--- config.mk ---
export PLATFORM = sky130hd
export DESIGN_NAME = branch_resolve_ctrl
export DESIGN_NICKNAME = d
export VERILOG_FILES = /design/src/rtl/branch_ctrl_pkg.sv /design/src/rtl/branch_resolve_ctrl_cond_eval.sv /design/src/rtl/branch_resolve_ctrl.sv
export SDC_FILE = /design/constraint.sdc
export NUM_CORES = 1
export LEC_CHECK = 0
export ABC_AREA = 0
export CORE_MARGIN = 3
export CORE_UTILIZATION = 46
export DETAILED_ROUTE_END_ITERATION = 8
export GPL_ROUTABILITY_DRIVEN = 0
export GPL_TIMING_DRIVEN = 0
export PLACE_DENSITY = 0.79
export SYNTH_ARGS = -nofsm -noshare
export SYNTH_HDL_FRONTEND = slang
export SYNTH_SLANG_ARGS = --single-unit
--- constraint.sdc ---
create_clock -name clk -period 2.3 [get_ports clk]
set_clock_uncertainty 0.2 [all_clocks]
set_input_delay 0.345 -clock clk [delete_from_list [all_inputs] [get_ports clk]]
set_output_delay 0.345 -clock clk [all_outputs]
set_load 0.05 [all_outputs]
--- src/rtl/branch_ctrl_pkg.sv ---
// Shared condition-code encodings and the branch sequencer state type.
package branch_ctrl_pkg;

  // Condition encodings, as produced by the decode-stage condition decoder
  localparam int unsigned COND_WIRENUM = 3;

  localparam logic [COND_WIRENUM-1:0] COND_NOP = 3'd0;
  localparam logic [COND_WIRENUM-1:0] COND_L   = 3'd1;
  localparam logic [COND_WIRENUM-1:0] COND_G   = 3'd2;
  localparam logic [COND_WIRENUM-1:0] COND_E   = 3'd3;
  localparam logic [COND_WIRENUM-1:0] COND_NE  = 3'd4;
  localparam logic [COND_WIRENUM-1:0] COND_LE  = 3'd5;
  localparam logic [COND_WIRENUM-1:0] COND_GE  = 3'd6;

  typedef enum logic [1:0] {
    IDLE     = 2'd0,
    WAIT     = 2'd1,
    REDIRECT = 2'd2
  } brc_state_t;

endpackage

--- src/rtl/branch_resolve_ctrl_cond_eval.sv ---
// Branch condition evaluator: maps a condition code and EX compare flags
// to a taken decision. Purely combinational.
module cond_eval
  import branch_ctrl_pkg::*;
(
  input  logic [COND_WIRENUM-1:0] cond,
  input  logic                    lt,
  input  logic                    zero,
  output logic                    taken
);

  // Condition table; unknown codes resolve not-taken
  always_comb begin
    taken = 1'b0;
    case (cond)
      COND_L:  taken = lt;
      COND_G:  taken = !lt && !zero;
      COND_E:  taken = zero;
      COND_NE: taken = !zero;
      COND_LE: taken = lt || zero;
      COND_GE: taken = !lt;
      default: taken = 1'b0;
    endcase
  end

endmodule

--- src/rtl/branch_resolve_ctrl.sv ---
// Control-transfer sequencer: accepts one jump/branch from decode, holds the
// front end until EX flags resolve the branch, then issues a one-cycle PC
// redirect plus IF/ID flush for taken transfers. Keeps accept/taken counts.
module branch_resolve_ctrl
  import branch_ctrl_pkg::*;
#(
  parameter int unsigned CNT_W = 32
) (
  input  logic                    clk,
  input  logic                    rst_n,
  input  logic                    id_valid,
  input  logic                    id_jump,
  input  logic                    id_branch,
  input  logic [COND_WIRENUM-1:0] id_cond,
  input  logic [31:0]             id_target,
  input  logic                    ex_flag_valid,
  input  logic                    ex_lt,
  input  logic                    ex_zero,
  input  logic                    ex_kill,
  output logic                    id_ready,
  output logic                    stall,
  output logic                    redir_valid,
  output logic [31:0]             redir_pc,
  output logic                    flush,
  output logic [CNT_W-1:0]        br_cnt,
  output logic [CNT_W-1:0]        taken_cnt
);

  brc_state_t              state;
  logic [COND_WIRENUM-1:0] cond_q;
  logic [31:0]             target_q;
  logic [CNT_W-1:0]        br_cnt_q;
  logic [CNT_W-1:0]        taken_cnt_q;
  logic                    ready_q;
  logic                    stall_q;
  logic                    redir_q;
  logic                    accept;
  logic                    br_taken;

  // Exactly one of jump/branch must be set; both or neither is not a transfer
  assign accept = id_valid && (id_jump ^ id_branch) && (state == IDLE);

  cond_eval u_cond_eval (
    .cond  (cond_q),
    .lt    (ex_lt),
    .zero  (ex_zero),
    .taken (br_taken)
  );

  // Sequencer FSM with registered status outputs, latches and counters
  always_ff @(posedge clk or negedge rst_n) begin
    if (!rst_n) begin
      state       <= IDLE;
      cond_q      <= '0;
      target_q    <= '0;
      br_cnt_q    <= '0;
      taken_cnt_q <= '0;
      ready_q     <= 1'b1;
      stall_q     <= 1'b0;
      redir_q     <= 1'b0;
    end else begin
      case (state)
        IDLE: begin
          if (accept) begin
            br_cnt_q <= br_cnt_q + CNT_W'(1);
            cond_q   <= id_cond;
            target_q <= id_target;
            if (id_jump) begin
              state   <= REDIRECT;
              ready_q <= 1'b0;
              stall_q <= 1'b1;
              redir_q <= 1'b1;
            end else if (id_cond != COND_NOP) begin
              state   <= WAIT;
              ready_q <= 1'b0;
              stall_q <= 1'b1;
              redir_q <= 1'b0;
            end
          end
        end
        WAIT: begin
          if (ex_kill || (ex_flag_valid && !br_taken)) begin
            state   <= IDLE;
            ready_q <= 1'b1;
            stall_q <= 1'b0;
            redir_q <= 1'b0;
          end else if (ex_flag_valid) begin
            state   <= REDIRECT;
            ready_q <= 1'b0;
            stall_q <= 1'b1;
            redir_q <= 1'b1;
          end
        end
        REDIRECT: begin
          if (!ex_kill) begin
            taken_cnt_q <= taken_cnt_q + CNT_W'(1);
          end
          state   <= IDLE;
          ready_q <= 1'b1;
          stall_q <= 1'b0;
          redir_q <= 1'b0;
        end
        default: begin
          state   <= IDLE;
          ready_q <= 1'b1;
          stall_q <= 1'b0;
          redir_q <= 1'b0;
        end
      endcase
    end
  end

  // A kill arriving in the redirect cycle must suppress that very strobe,
  // so ex_kill is the one input that gates an output combinationally.
  assign redir_valid = redir_q && !ex_kill;
  assign flush       = redir_q && !ex_kill;
  assign id_ready    = ready_q;
  assign stall       = stall_q;
  assign redir_pc    = target_q;
  assign br_cnt      = br_cnt_q;
  assign taken_cnt   = taken_cnt_q;

endmodule

==> impl_metrics.py <==
metrics = {
    "clock_network": {
        "clock_path_buffers": 2,
        "cts_buffers": 9,
        "ctsRootBufferMaster": "clkbuf_8",
        "cts_tree": "done",
        "htreeDepth": 3,
        "post-cts-setup-buffers": 0,
        "clkLatencyLatePin_ps": 340,
        "cts.sinks": 103,
        "clkTransAtPathRegs_ps": 90,
    },
    "logic_synthesis": {
        "ys_seq_area_share_pct": 56.82,
        "ys_seq_elements": 103,
        "ys_warn_count": 0,
        "yosysTopAreaCell": "dfrtp_1",
        "synth.distinct_cells": 42,
        "synth_edf_count": 0,
        "synth_ff_type": "dfrtp_1",
        "netlist_instances": 365,
        "synth_top_area_share_pct": 56.24,
        "synthArstFlopShare_pct": 100.0,
        "synth.avg_cell_area_sq_um": 12.43,
        "syn_nets": 411,
        "synthTopCellsByArea": "dfrtp_1 (56%), mux2_2 (8.7%), xnor2_1 (7.9%), xor2_1 (4.1%), nand4_1 (2.9%)",
        "syn_area_sq_mm": 0.004538,
    },
    "detailed_routing": {
        "drtPass1Iterations": 4,
        "avgViaCountPerCell": 5.159,
        "num_vias": 3379,
        "postRouteAntennaNets": 0,
        "wl_per_cell_um": 15.57,
        "drtIter0Drc": 164,
        "post-route-drc-count": 0,
        "drt-total-wl_um": 10200,
    },
    "global_routing": {
        "grt_overflow": 0,
        "grt_start_max_net_pins": 63,
        "grt_usage_pct": 19.04,
        "grt_pass1_vias": 3520,
        "antenna_found_initial": 0,
        "grt_pass1_wl_um": 17230,
    },
    "cells_and_area": {
        "diodes": 0,
        "layout_commonest_cell": "clkdlybuf4s50_1",
        "final_cell_area_sq_mm": 0.006371,
        "drive_gt1_share_pct": 13.12,
        "syn2layout_area_growth_pct": 40.39,
        "final_cell_mix": "clkdlybuf4s50_1 (140), dfrtp_1 (102), xnor2_1 (41)",
        "fillers": 728,
        "nets": 567,
    },
    "worst_setup_path": {
        "required_ps": 1750,
        "crit_family": "buffers and inverters",
        "start_kind": "flop",
        "end_kind": "output port",
        "criticalPathCategory": "reg2out",
        "worstPathArrival_ps": 1690,
        "cpPeakStageDelay_ps": 810,
        "slowest_stage": "clkdlybuf4s50_1",
        "r2r_slack_ps": 190,
        "path_cells": "clkdlybuf4s50_1",
        "crit_buf_inv": 1,
        "critPathMaxFanout": 2,
    },
    "power_and_ir_drop": {
        "switching_share_pct": 36.81,
        "net-switching-power_uw": 1903,
        "total_leakage_power_uw": 0.002751,
        "vdd_drop_max_v": 0.0006123,
        "clkPwrFrac_pct": 22.0,
        "combPwrFrac_pct": 34.9,
        "power-per-cell-area_mw_per_mm2": 811.6,
        "pwr-share-seq_pct": 43.1,
        "power.internal_uw": 3267,
    },
    "die": {
        "start_util_pct": 48.20,
        "fp.coreArea_sq_mm": 0.009415,
        "die_w_um": 105.3,
        "die-area_sq_mm": 0.01109,
        "die_h_um": 105.3,
        "rows": 35,
        "ioPinCount": 144,
    },
    "timing": {
        "worstMarginPinSlew_ps": 625.2,
        "finalHoldViolCount": 0,
        "min_period_ps": 2238,
        "maxSlewHeadroom_pct": 57.97,
        "setup_violations": 0,
        "rsz0062_at_grt": "false",
        "fmax_mhz": 446.9,
        "min_period_over_period_pct": 97.29,
        "slew_violations": 0,
        "tns_ps": 0,
    },
    "worst_hold_path": {
        "hold_path_class": "reg2reg",
    },
    "place": {
        "dp_hpwl_um": 7580,
        "placed_cell_area_sq_mm": 0.006156,
        "port_buffers": 143,
    },
    "job": {
        "cap_violations": 0,
    },
    "run_status": {
        "status": "finished, final reports clean",
    },
}
==> flip-flops by register name, indices dropped and copies added (netlist names) <==
signal     flops
br_cnt        32
redir_pc      32
taken_cnt     32
cond_q         3
id_ready       1
redir_q        1
stall          1
state          1
==> final timing paths <==
kind	from	to	depth (start not counted)
setup / recovery	id_ready	id_ready	1
hold / removal	br_cnt[31]	br_cnt[31]	1
setup reg to reg	redir_q	br_cnt[17]	5
hold reg to reg	br_cnt[31]	br_cnt[31]	1
max in group asynchronous	rst_n	id_ready	3
min in group asynchronous	rst_n	redir_pc[22]	2
==> layer usage <==
layer	GRT usage (%)	wire (um)	part of all wire (%)	vias up
li1	-	-	-	1604
met1	24.04	4488	44	1650
met2	32.19	4987	49	113
met3	4.470	550	5.4	12
met4	6.373	174	1.7	0
met5	0	0	0	-
==> per-stage QoR <==
| step | instances | hold slack, ps | total power [uW] | util [%] | worst slack [ps] |
|---|---|---|---|---|---|
| finish | 655 | 272.4 | 5171 | 67.67 | 62.28 |
| detailed placement | 638 | 158.7 | 4084 | 65.38 | -276.4 |
| floorplan | 365 | -150.6 | 3386 | - | 137.7 |
| CTS | 655 | 278.9 | 5224 | 67.59 | 35.18 |
| global placement | 637 | 257.7 | 4035 | 65.12 | -3104 |
| global route | 655 | 307.9 | 5414 | 67.67 | 4.457 |
==> cell families after synthesis <==
logic type	count (synthesis)	synth area share [%]
muxes	38	9.402
AOI/OAI and AO/OA	11	1.875
xor gates and xnor gates	63	12.32
buffers and inverters	20	2.343
DFF	103	56.82
and+or+nand+nor	128	16.68
adders and majority gates	2	0.5513
==> Yosys cell counts (7+ instances only) <==
cell / count
xor2_1: 21
nor2_1: 10
nand4_1: 21
nor3_1: 7
mux2_2: 35
xnor2_1: 41
nand2_1: 23
nand3_1: 20
and3_1: 11
dfrtp_1: 102
nor4_1: 9
and4_1: 7
==> power groups by stage <==
stage          Sequential (uW)  Clock (uW)  Combinational [uW]
3_5_place_dp              2270           0                1820
6_report                  2230        1140                1800
2_1_floorplan             3030           0                 358
3_3_place_gp              2250           0                1780
5_1_grt                   2270        1250                1890
4_1_cts                   2230        1170                1820
==> layout make-up <==
cell class | instances | area, sq um | area share (%)
repair buffers | 145 | 1460 | 22.92
flip-flops and latches | 103 | 2579 | 40.48
clock buffers | 12 | 145.1 | 2.278
plain buffers | 14 | 83.83 | 1.316
clock inverters | 4 | 55.05 | 0.8641
inverters | 6 | 22.52 | 0.3535
multi-input cells | 242 | 1864 | 29.26
well taps | 129 | 161.4 | 2.533
==> timing repair <==
action / CTS / global route
endpoints found under the setup margin: 2 / 5
pin swaps: 0 / 0
resized for setup: 2 / 3
hold buffers: 1 / 0
endpoints found under the hold margin: 41 / 0
Power figures use the tool's default switching activity.
